[config.mk]
export PLATFORM = sky130hd
export DESIGN_NAME = control_sequencer
export DESIGN_NICKNAME = d
export VERILOG_FILES = /design/src/rtl/control_sequencer.sv
export SDC_FILE = /design/constraint.sdc
export NUM_CORES = 1
export LEC_CHECK = 0
export BUFFER_PORTS_ARGS = -buffer_cell sky130_fd_sc_hd__clkbuf_2
export CAP_MARGIN = 30
export CORE_ASPECT_RATIO = 1.4
export CORE_MARGIN = 2
export CORE_UTILIZATION = 57
export CTS_CLUSTER_DIAMETER = 100
export DETAILED_ROUTE_END_ITERATION = 16
export HOLD_SLACK_MARGIN = 0.08
export PLACE_DENSITY = 0.85
export SYNTH_ARGS = -nofsm -noshare
export SYNTH_HDL_FRONTEND = slang
export SYNTH_SLANG_ARGS = --single-unit
[constraint.sdc]
create_clock -name clk -period 4.8 [get_ports clk]
set_input_delay 0 -clock clk [delete_from_list [all_inputs] [get_ports clk]]
set_output_delay 0 -clock clk [all_outputs]
set_load 0.05 [all_outputs]
[src/rtl/control_sequencer.sv]
// control_sequencer
// Instruction control unit. It accepts one instruction word at a time and
// decodes the opcode into one-hot datapath strobes. For memory and
// multi-cycle ALU operations it holds the strobe until the completion
// handshake arrives, or until a bounded wait expires.
//
// Ports
//   clk, rst           clock (rising edge), asynchronous active-low reset
//   CU_en, ir_valid    acceptance gate and instruction-valid qualifier
//   IR                 instruction word: opcode in the top OPC_W bits
//   ir_ready, busy     idle / instruction-in-flight indicators
//   flags              ALU status (Z=3, N=2, C=1, O=0), sampled in DECODE
//   mem_ack, alu_done  completion handshakes for waiting instructions
//   alu_op             ALU operation code
//   immediate, bra, RD, WR, alu_en, psh, pop, hlt, mov_en
//                      datapath strobes
//   imm_value, BADR    immediate and branch-target fields
//   ir9sel, ir0sel     IR[9] and IR[0]
//   illegal            one-cycle pulse for an unknown opcode
//   timeout_err        sticky flag, set when a wait expires
module control_sequencer #(
    parameter int IR_W     = 16,
    parameter int OPC_W    = 6,
    parameter int IMM_W    = 9,
    parameter int BADR_W   = 10,
    parameter int FLAG_W   = 4,
    parameter int WAIT_MAX = 255
) (
    input  logic              clk,
    input  logic              rst,
    input  logic              CU_en,
    input  logic [IR_W-1:0]   IR,
    input  logic              ir_valid,
    output logic              ir_ready,
    input  logic [FLAG_W-1:0] flags,
    input  logic              mem_ack,
    input  logic              alu_done,
    output logic [4:0]        alu_op,
    output logic              immediate,
    output logic              bra,
    output logic              RD,
    output logic              WR,
    output logic              alu_en,
    output logic              psh,
    output logic              pop,
    output logic              hlt,
    output logic              mov_en,
    output logic [IMM_W-1:0]  imm_value,
    output logic              ir9sel,
    output logic              ir0sel,
    output logic [BADR_W-1:0] BADR,
    output logic              busy,
    output logic              illegal,
    output logic              timeout_err
);

    localparam int CNT_W = $clog2(WAIT_MAX + 1);

    // Opcode encodings
    localparam logic [OPC_W-1:0] OP_NOP   = OPC_W'(6'h00);
    localparam logic [OPC_W-1:0] OP_ADDXY = OPC_W'(6'h01);
    localparam logic [OPC_W-1:0] OP_SUBXY = OPC_W'(6'h02);
    localparam logic [OPC_W-1:0] OP_ANDXY = OPC_W'(6'h03);
    localparam logic [OPC_W-1:0] OP_ORXY  = OPC_W'(6'h04);
    localparam logic [OPC_W-1:0] OP_XORXY = OPC_W'(6'h05);
    localparam logic [OPC_W-1:0] OP_MULXY = OPC_W'(6'h06);
    localparam logic [OPC_W-1:0] OP_DIVXY = OPC_W'(6'h07);
    localparam logic [OPC_W-1:0] OP_MODXY = OPC_W'(6'h08);
    localparam logic [OPC_W-1:0] OP_INC   = OPC_W'(6'h09);
    localparam logic [OPC_W-1:0] OP_DEC   = OPC_W'(6'h0A);
    localparam logic [OPC_W-1:0] OP_ADDRI = OPC_W'(6'h11);
    localparam logic [OPC_W-1:0] OP_SUBRI = OPC_W'(6'h12);
    localparam logic [OPC_W-1:0] OP_ANDRI = OPC_W'(6'h13);
    localparam logic [OPC_W-1:0] OP_ORRI  = OPC_W'(6'h14);
    localparam logic [OPC_W-1:0] OP_XORRI = OPC_W'(6'h15);
    localparam logic [OPC_W-1:0] OP_MULRI = OPC_W'(6'h16);
    localparam logic [OPC_W-1:0] OP_DIVRI = OPC_W'(6'h17);
    localparam logic [OPC_W-1:0] OP_MODRI = OPC_W'(6'h18);
    localparam logic [OPC_W-1:0] OP_MOVR  = OPC_W'(6'h20);
    localparam logic [OPC_W-1:0] OP_MOVI  = OPC_W'(6'h21);
    localparam logic [OPC_W-1:0] OP_LDR   = OPC_W'(6'h24);
    localparam logic [OPC_W-1:0] OP_STR   = OPC_W'(6'h25);
    localparam logic [OPC_W-1:0] OP_PSH   = OPC_W'(6'h26);
    localparam logic [OPC_W-1:0] OP_POP   = OPC_W'(6'h27);
    localparam logic [OPC_W-1:0] OP_BRA   = OPC_W'(6'h28);
    localparam logic [OPC_W-1:0] OP_JMP   = OPC_W'(6'h29);
    localparam logic [OPC_W-1:0] OP_RET   = OPC_W'(6'h2A);
    localparam logic [OPC_W-1:0] OP_BRZ   = OPC_W'(6'h2B);
    localparam logic [OPC_W-1:0] OP_BRN   = OPC_W'(6'h2C);
    localparam logic [OPC_W-1:0] OP_BRC   = OPC_W'(6'h2D);
    localparam logic [OPC_W-1:0] OP_BRO   = OPC_W'(6'h2E);
    localparam logic [OPC_W-1:0] OP_HLT   = OPC_W'(6'h30);

    // ALU operation codes
    localparam logic [4:0] ALU_NOP = 5'd0;
    localparam logic [4:0] ALU_ADD = 5'd1;
    localparam logic [4:0] ALU_SUB = 5'd2;
    localparam logic [4:0] ALU_AND = 5'd3;
    localparam logic [4:0] ALU_OR  = 5'd4;
    localparam logic [4:0] ALU_XOR = 5'd5;
    localparam logic [4:0] ALU_MUL = 5'd6;
    localparam logic [4:0] ALU_DIV = 5'd7;
    localparam logic [4:0] ALU_MOD = 5'd8;
    localparam logic [4:0] ALU_INC = 5'd9;
    localparam logic [4:0] ALU_DEC = 5'd10;

    // Bit positions in the packed strobe register
    localparam int S_BRA = 7;
    localparam int S_RD  = 6;
    localparam int S_WR  = 5;
    localparam int S_ALU = 4;
    localparam int S_PSH = 3;
    localparam int S_POP = 2;
    localparam int S_MOV = 1;
    localparam int S_IMM = 0;

    typedef enum logic [2:0] {IDLE, DECODE, EXEC, WAIT_MEM, WAIT_ALU, HALT} state_t;

    state_t           state_reg;
    logic [IR_W-1:0]  ir_reg;
    logic [CNT_W-1:0] cnt_reg;
    logic [7:0]       strobe_reg;

    logic [OPC_W-1:0] opcode;
    logic [7:0]       dec_strobe;
    logic [4:0]       dec_alu_op;
    logic             dec_hlt;
    logic             dec_illegal;
    logic             dec_mem_wait;
    logic             dec_alu_wait;
    logic             exec_ack;
    logic             wait_ack;

    assign {bra, RD, WR, alu_en, psh, pop, mov_en, immediate} = strobe_reg;
    assign opcode = ir_reg[IR_W-1 -: OPC_W];

    // The decode reads the latched IR, so it stays stable through EXEC and
    // the waits. The flags term only matters on the DECODE edge.
    always_comb begin
        dec_strobe   = '0;
        dec_alu_op   = ALU_NOP;
        dec_hlt      = 1'b0;
        dec_illegal  = 1'b0;
        dec_mem_wait = 1'b0;
        case (opcode)
            OP_NOP:   ;
            OP_ADDXY: dec_alu_op = ALU_ADD;
            OP_SUBXY: dec_alu_op = ALU_SUB;
            OP_ANDXY: dec_alu_op = ALU_AND;
            OP_ORXY:  dec_alu_op = ALU_OR;
            OP_XORXY: dec_alu_op = ALU_XOR;
            OP_MULXY: dec_alu_op = ALU_MUL;
            OP_DIVXY: dec_alu_op = ALU_DIV;
            OP_MODXY: dec_alu_op = ALU_MOD;
            OP_INC:   dec_alu_op = ALU_INC;
            OP_DEC:   dec_alu_op = ALU_DEC;
            OP_ADDRI: begin dec_alu_op = ALU_ADD; dec_strobe[S_IMM] = 1'b1; end
            OP_SUBRI: begin dec_alu_op = ALU_SUB; dec_strobe[S_IMM] = 1'b1; end
            OP_ANDRI: begin dec_alu_op = ALU_AND; dec_strobe[S_IMM] = 1'b1; end
            OP_ORRI:  begin dec_alu_op = ALU_OR;  dec_strobe[S_IMM] = 1'b1; end
            OP_XORRI: begin dec_alu_op = ALU_XOR; dec_strobe[S_IMM] = 1'b1; end
            OP_MULRI: begin dec_alu_op = ALU_MUL; dec_strobe[S_IMM] = 1'b1; end
            OP_DIVRI: begin dec_alu_op = ALU_DIV; dec_strobe[S_IMM] = 1'b1; end
            OP_MODRI: begin dec_alu_op = ALU_MOD; dec_strobe[S_IMM] = 1'b1; end
            OP_MOVR:  dec_strobe[S_MOV] = 1'b1;
            OP_MOVI:  begin dec_strobe[S_MOV] = 1'b1; dec_strobe[S_IMM] = 1'b1; end
            OP_LDR:   begin dec_strobe[S_RD]  = 1'b1; dec_mem_wait = 1'b1; end
            OP_STR:   begin dec_strobe[S_WR]  = 1'b1; dec_mem_wait = 1'b1; end
            OP_PSH:   begin dec_strobe[S_PSH] = 1'b1; dec_mem_wait = 1'b1; end
            OP_POP:   begin dec_strobe[S_POP] = 1'b1; dec_mem_wait = 1'b1; end
            OP_BRA, OP_JMP, OP_RET: dec_strobe[S_BRA] = 1'b1;
            OP_BRZ:   dec_strobe[S_BRA] = flags[3];
            OP_BRN:   dec_strobe[S_BRA] = flags[2];
            OP_BRC:   dec_strobe[S_BRA] = flags[1];
            OP_BRO:   dec_strobe[S_BRA] = flags[0];
            OP_HLT:   begin dec_strobe[S_BRA] = 1'b1; dec_hlt = 1'b1; end
            default:  dec_illegal = 1'b1;
        endcase
        // Every XY/RI/INC/DEC form carries a non-NOP ALU code
        if (dec_alu_op != ALU_NOP) begin
            dec_strobe[S_ALU] = 1'b1;
        end
        dec_alu_wait = (dec_alu_op == ALU_MUL) || (dec_alu_op == ALU_DIV) ||
                       (dec_alu_op == ALU_MOD);
    end

    assign exec_ack = dec_mem_wait ? mem_ack : alu_done;
    assign wait_ack = (state_reg == WAIT_MEM) ? mem_ack : alu_done;

    always_ff @(posedge clk or negedge rst) begin
        if (!rst) begin
            state_reg   <= IDLE;
            ir_reg      <= '0;
            cnt_reg     <= '0;
            strobe_reg  <= '0;
            ir_ready    <= 1'b1;
            busy        <= 1'b0;
            hlt         <= 1'b0;
            illegal     <= 1'b0;
            timeout_err <= 1'b0;
            alu_op      <= ALU_NOP;
            imm_value   <= '0;
            ir9sel      <= 1'b0;
            ir0sel      <= 1'b0;
            BADR        <= '0;
        end else begin
            case (state_reg)
                IDLE: begin
                    if (CU_en && ir_valid) begin
                        ir_reg    <= IR;
                        state_reg <= DECODE;
                        ir_ready  <= 1'b0;
                        busy      <= 1'b1;
                    end
                end
                DECODE: begin
                    imm_value  <= ir_reg[IMM_W-1:0];
                    BADR       <= ir_reg[BADR_W-1:0];
                    ir9sel     <= ir_reg[9];
                    ir0sel     <= ir_reg[0];
                    alu_op     <= dec_alu_op;
                    strobe_reg <= dec_strobe;
                    hlt        <= dec_hlt;
                    illegal    <= dec_illegal;
                    state_reg  <= EXEC;
                end
                EXEC: begin
                    illegal <= 1'b0;
                    if (dec_hlt) begin
                        // hlt stays set; bra is only a one-cycle redirect
                        strobe_reg <= '0;
                        busy       <= 1'b0;
                        state_reg  <= HALT;
                    end else if ((dec_mem_wait || dec_alu_wait) && !exec_ack) begin
                        cnt_reg   <= '0;
                        state_reg <= dec_mem_wait ? WAIT_MEM : WAIT_ALU;
                    end else begin
                        strobe_reg <= '0;
                        busy       <= 1'b0;
                        ir_ready   <= 1'b1;
                        state_reg  <= IDLE;
                    end
                end
                WAIT_MEM, WAIT_ALU: begin
                    cnt_reg <= cnt_reg + CNT_W'(1);
                    // An ack on the last permitted cycle still wins over timeout
                    if (wait_ack || (cnt_reg == CNT_W'(WAIT_MAX - 1))) begin
                        if (!wait_ack) begin
                            timeout_err <= 1'b1;
                        end
                        strobe_reg <= '0;
                        busy       <= 1'b0;
                        ir_ready   <= 1'b1;
                        state_reg  <= IDLE;
                    end
                end
                HALT: ;
                default: begin
                    strobe_reg <= '0;
                    busy       <= 1'b0;
                    ir_ready   <= 1'b1;
                    state_reg  <= IDLE;
                end
            endcase
        end
    end

endmodule

==> impl_metrics.json <==
{
  "timing.rr.end": "cnt_reg[0]$_DFFE_PN0P_",
  "tritoncts": "built",
  "gr-total-overflow": 0,
  "syn_avg_cell_area_um2": 10.02,
  "hold_ws_ns": 0.09483,
  "clkPwrFrac_pct": 10.5,
  "status": "complete, no violations",
  "routed_wl_um": 5975,
  "synthArstFlopShare_pct": 100.0,
  "arrival_ns": 2.35,
  "first_pass_iters": 4,
  "ir_drop_uv": 498.4,
  "postLayoutCoreUtil_pct": 70.40,
  "seq_area_frac_synth_pct": 50.54,
  "slew_viol_final": 0,
  "fp-row-count": 29,
  "root_buffer": "clkbuf_8",
  "largest_reg_flops": 16,
  "power_density_nw_per_um2": 724.1,
  "relSlewSlack_pct": 55.17,
  "reg2reg_from": "ir_reg[12]$_DFFE_PN0P_",
  "grt_antenna_before_repair": 0,
  "syn_nets": 295,
  "wire_per_inst_um": 15.28,
  "drt_iter0_drc": 140,
  "path_cells": "or4b_1, a211oi_2, o21a_4, nor2_1, mux2_4",
  "place_congestion": 0.8953,
  "ios": 65,
  "core_um2": 4536,
  "comb_power_share_pct": 50.2,
  "cts_max_level": 2,
  "p_sw_share_pct": 51.81,
  "min-delay-start": "alu_done",
  "nets": 357,
  "maxCapViolCount": 0,
  "max_stage_delay_ns": 0.60,
  "p_int_uw": 1114,
  "cts.sinks": 54,
  "startpoint_type": "register",
  "clkLatencyLatePin_ns": 0.31,
  "clkSlewWorstSetupHoldPaths_ns": 0.09,
  "drive_above_1_share_pct": 29.48,
  "area_delta_synth_final_pct": 19.31,
  "setup_tns_ns": 0,
  "finalCritPeriodShare_pct": 44.80,
  "power_leakage_uw": 0.001517,
  "clock.fmax_mhz": 465.0,
  "nFillCells": 337,
  "reg2reg_slack_ns": 2.65,
  "synth_edf_count": 0,
  "critPathTopFamily": "simple AND/OR/NAND/NOR gates",
  "crit_slowest_cell": "dfrtp_1",
  "vias_per_cell": 5.604,
  "placement.io_buffers": 63,
  "yosys_register_bits": 54,
  "crit_path_end_kind": "register",
  "finalHoldViolCount": 0,
  "num_antenna_cells": 0,
  "p_sw_uw": 1198,
  "cts_buffers": 5,
  "syn_inst": 267,
  "seq_area_um2": 1353,
  "rsz0062_at_grt": "false",
  "final_common_cell": "clkbuf_2",
  "worstMarginPinSlew_ns": 0.6724,
  "grt_pass1_vias": 2158,
  "pre_cts_ws_ns": 2.688,
  "final_cell_mix": "clkbuf_2, dfrtp_1, nand2_1",
  "fp.dieH_um": 85.08,
  "total_power_uw": 2312,
  "start_util_pct": 59.01,
  "fin_ws_ns": 2.650,
  "grt_usage_pct": 24.54,
  "ant_nets": 0,
  "multi_input_area_um2": 1156,
  "clock_path_buffers": 2,
  "setup.worst_path.end": "cnt_reg[0]$_DFFE_PN0P_",
  "worstPathMaxFanout": 20,
  "yosysUniqueCellTypes": 52,
  "synth_area_um2": 2676,
  "power_frac_seq_pct": 39.3,
  "r2r_cells": 5,
  "vias": 2191,
  "hold_class": "input pin to register",
  "yosysWarnings": 0,
  "cts_resized": 0,
  "min_period_ns": 2.150,
  "worst-setup-path-type": "register to register",
  "path_depth": 5,
  "grt_max_degree": 55,
  "synth_flop_cell": "dfrtp_1",
  "worstSetupStartpoint": "ir_reg[12]$_DFFE_PN0P_",
  "fin_skew_ns": 0.007655,
  "cp.required_ns": 5.00,
  "die_x_um": 61.91,
  "die_area_um2": 5267,
  "crit_buf_inv": 0,
  "dp_hpwl_um": 4074,
  "setup_viol": 0,
  "grt_pass1_wl_um": 9749,
  "drcViolationCount": 0
}
power groups by stage:
stage          logic [uW]  registers [uW]  clock network (uW)
2_1_floorplan         773            1060                   0
3_3_place_gp         1120             888                   0
3_5_place_dp         1150             908                   0
4_1_cts              1160             898                 248
5_1_grt              1250             940                 269
6_report             1160             908                 243
worst min-delay path, stage by stage:
cell       delay (ns)
clkbuf_2         0.11
a211oi_2         0.06
nor2_1           0.10
o2bb2ai_1        0.09
per-layer routing:
metal	GRT usage (%)	vias up	share of wire, %
met4	10.64	0	2.2
met3	5.030	13	4.3
met2	41.63	75	54
met5	0	-	0
met1	28.93	1055	40
li1	-	1048	-
cells in the mapped netlist (all sizes together) (2+ instances only):
cell	instances	share of area, %
o41ai	2	0.65
nand2b	6	1.4
o311ai	2	0.65
nand4	5	1.2
a32o	3	1.1
a31oi	3	0.70
xor2	6	2.0
o21a	2	0.84
buf	15	3.9
o31a	2	0.65
and2	4	0.93
dfrtp	53	50
ha	2	0.93
clkbuf	13	1.8
o211ai	2	0.56
a22o	2	0.65
inv	5	0.70
and3	2	0.47
o21ai	9	1.8
or4b	2	0.75
nand2	48	6.7
a21oi	11	2.1
mux2	16	6.9
nand3	3	0.75
o2bb2ai	5	1.6
nor3	3	0.56
nor2	19	2.7
nand3b	3	0.84
or2	2	0.47
worst min-delay path by stage:
stage	endpoint	slack (ns)	depth (start not counted)
floorplan	BADR[8]$_DFFE_PN0P_	-0.30	0
finish	state_reg[2]$_DFFE_PN0P_	0.09	4
global route	state_reg[2]$_DFFE_PN0P_	0.10	4
CTS	state_reg[2]$_DFFE_PN0P_	0.09	4
global placement	strobe_reg[6]$_DFFE_PN0P_	0.16	2
detailed placement	strobe_reg[3]$_DFFE_PN0P_	0.16	2
layout make-up:
| type | count | share of cell area (%) |
|---|---|---|
| inverters | 5 | 0.5878 |
| repair buffers | 83 | 15.91 |
| multi-input cells | 180 | 36.21 |
| clock buffers | 6 | 2.273 |
| well taps | 62 | 2.429 |
| clock inverters | 1 | 0.2351 |
| flip-flops and latches | 54 | 42.36 |
repair_timing:
| action | in CTS | in global routing |
|---|---|---|
| buffers inserted | 0 | 0 |
| endpoints found under the setup margin | 0 | 0 |
| endpoints found under the hold margin | 69 | 0 |
| hold buffers | 17 | 0 |
per-stage QoR:
| stage | std cells | cell area (um^2) |
|---|---|---|
| 6_report | 391 | 3193 |
| 5_1_grt | 391 | 3193 |
| 3_3_place_gp | 366 | 2935 |
| 3_5_place_dp | 367 | 2943 |
| 2_1_floorplan | 267 | 2676 |
| 4_1_cts | 391 | 3193 |
logic make-up (layout without fill, tap and decap cells):
family	after synthesis	count (layout)	share of synthesized area, %
buf+inv	33	95	6.452
simple gates	101	101	18.00
flops	54	54	50.54
fa+ha+maj	3	3	1.309
other cells	1	1	0.1401
mux	17	17	7.246
xor+xnor	6	6	1.964
compound gates	52	52	14.35
Power figures use the tool's default switching activity.
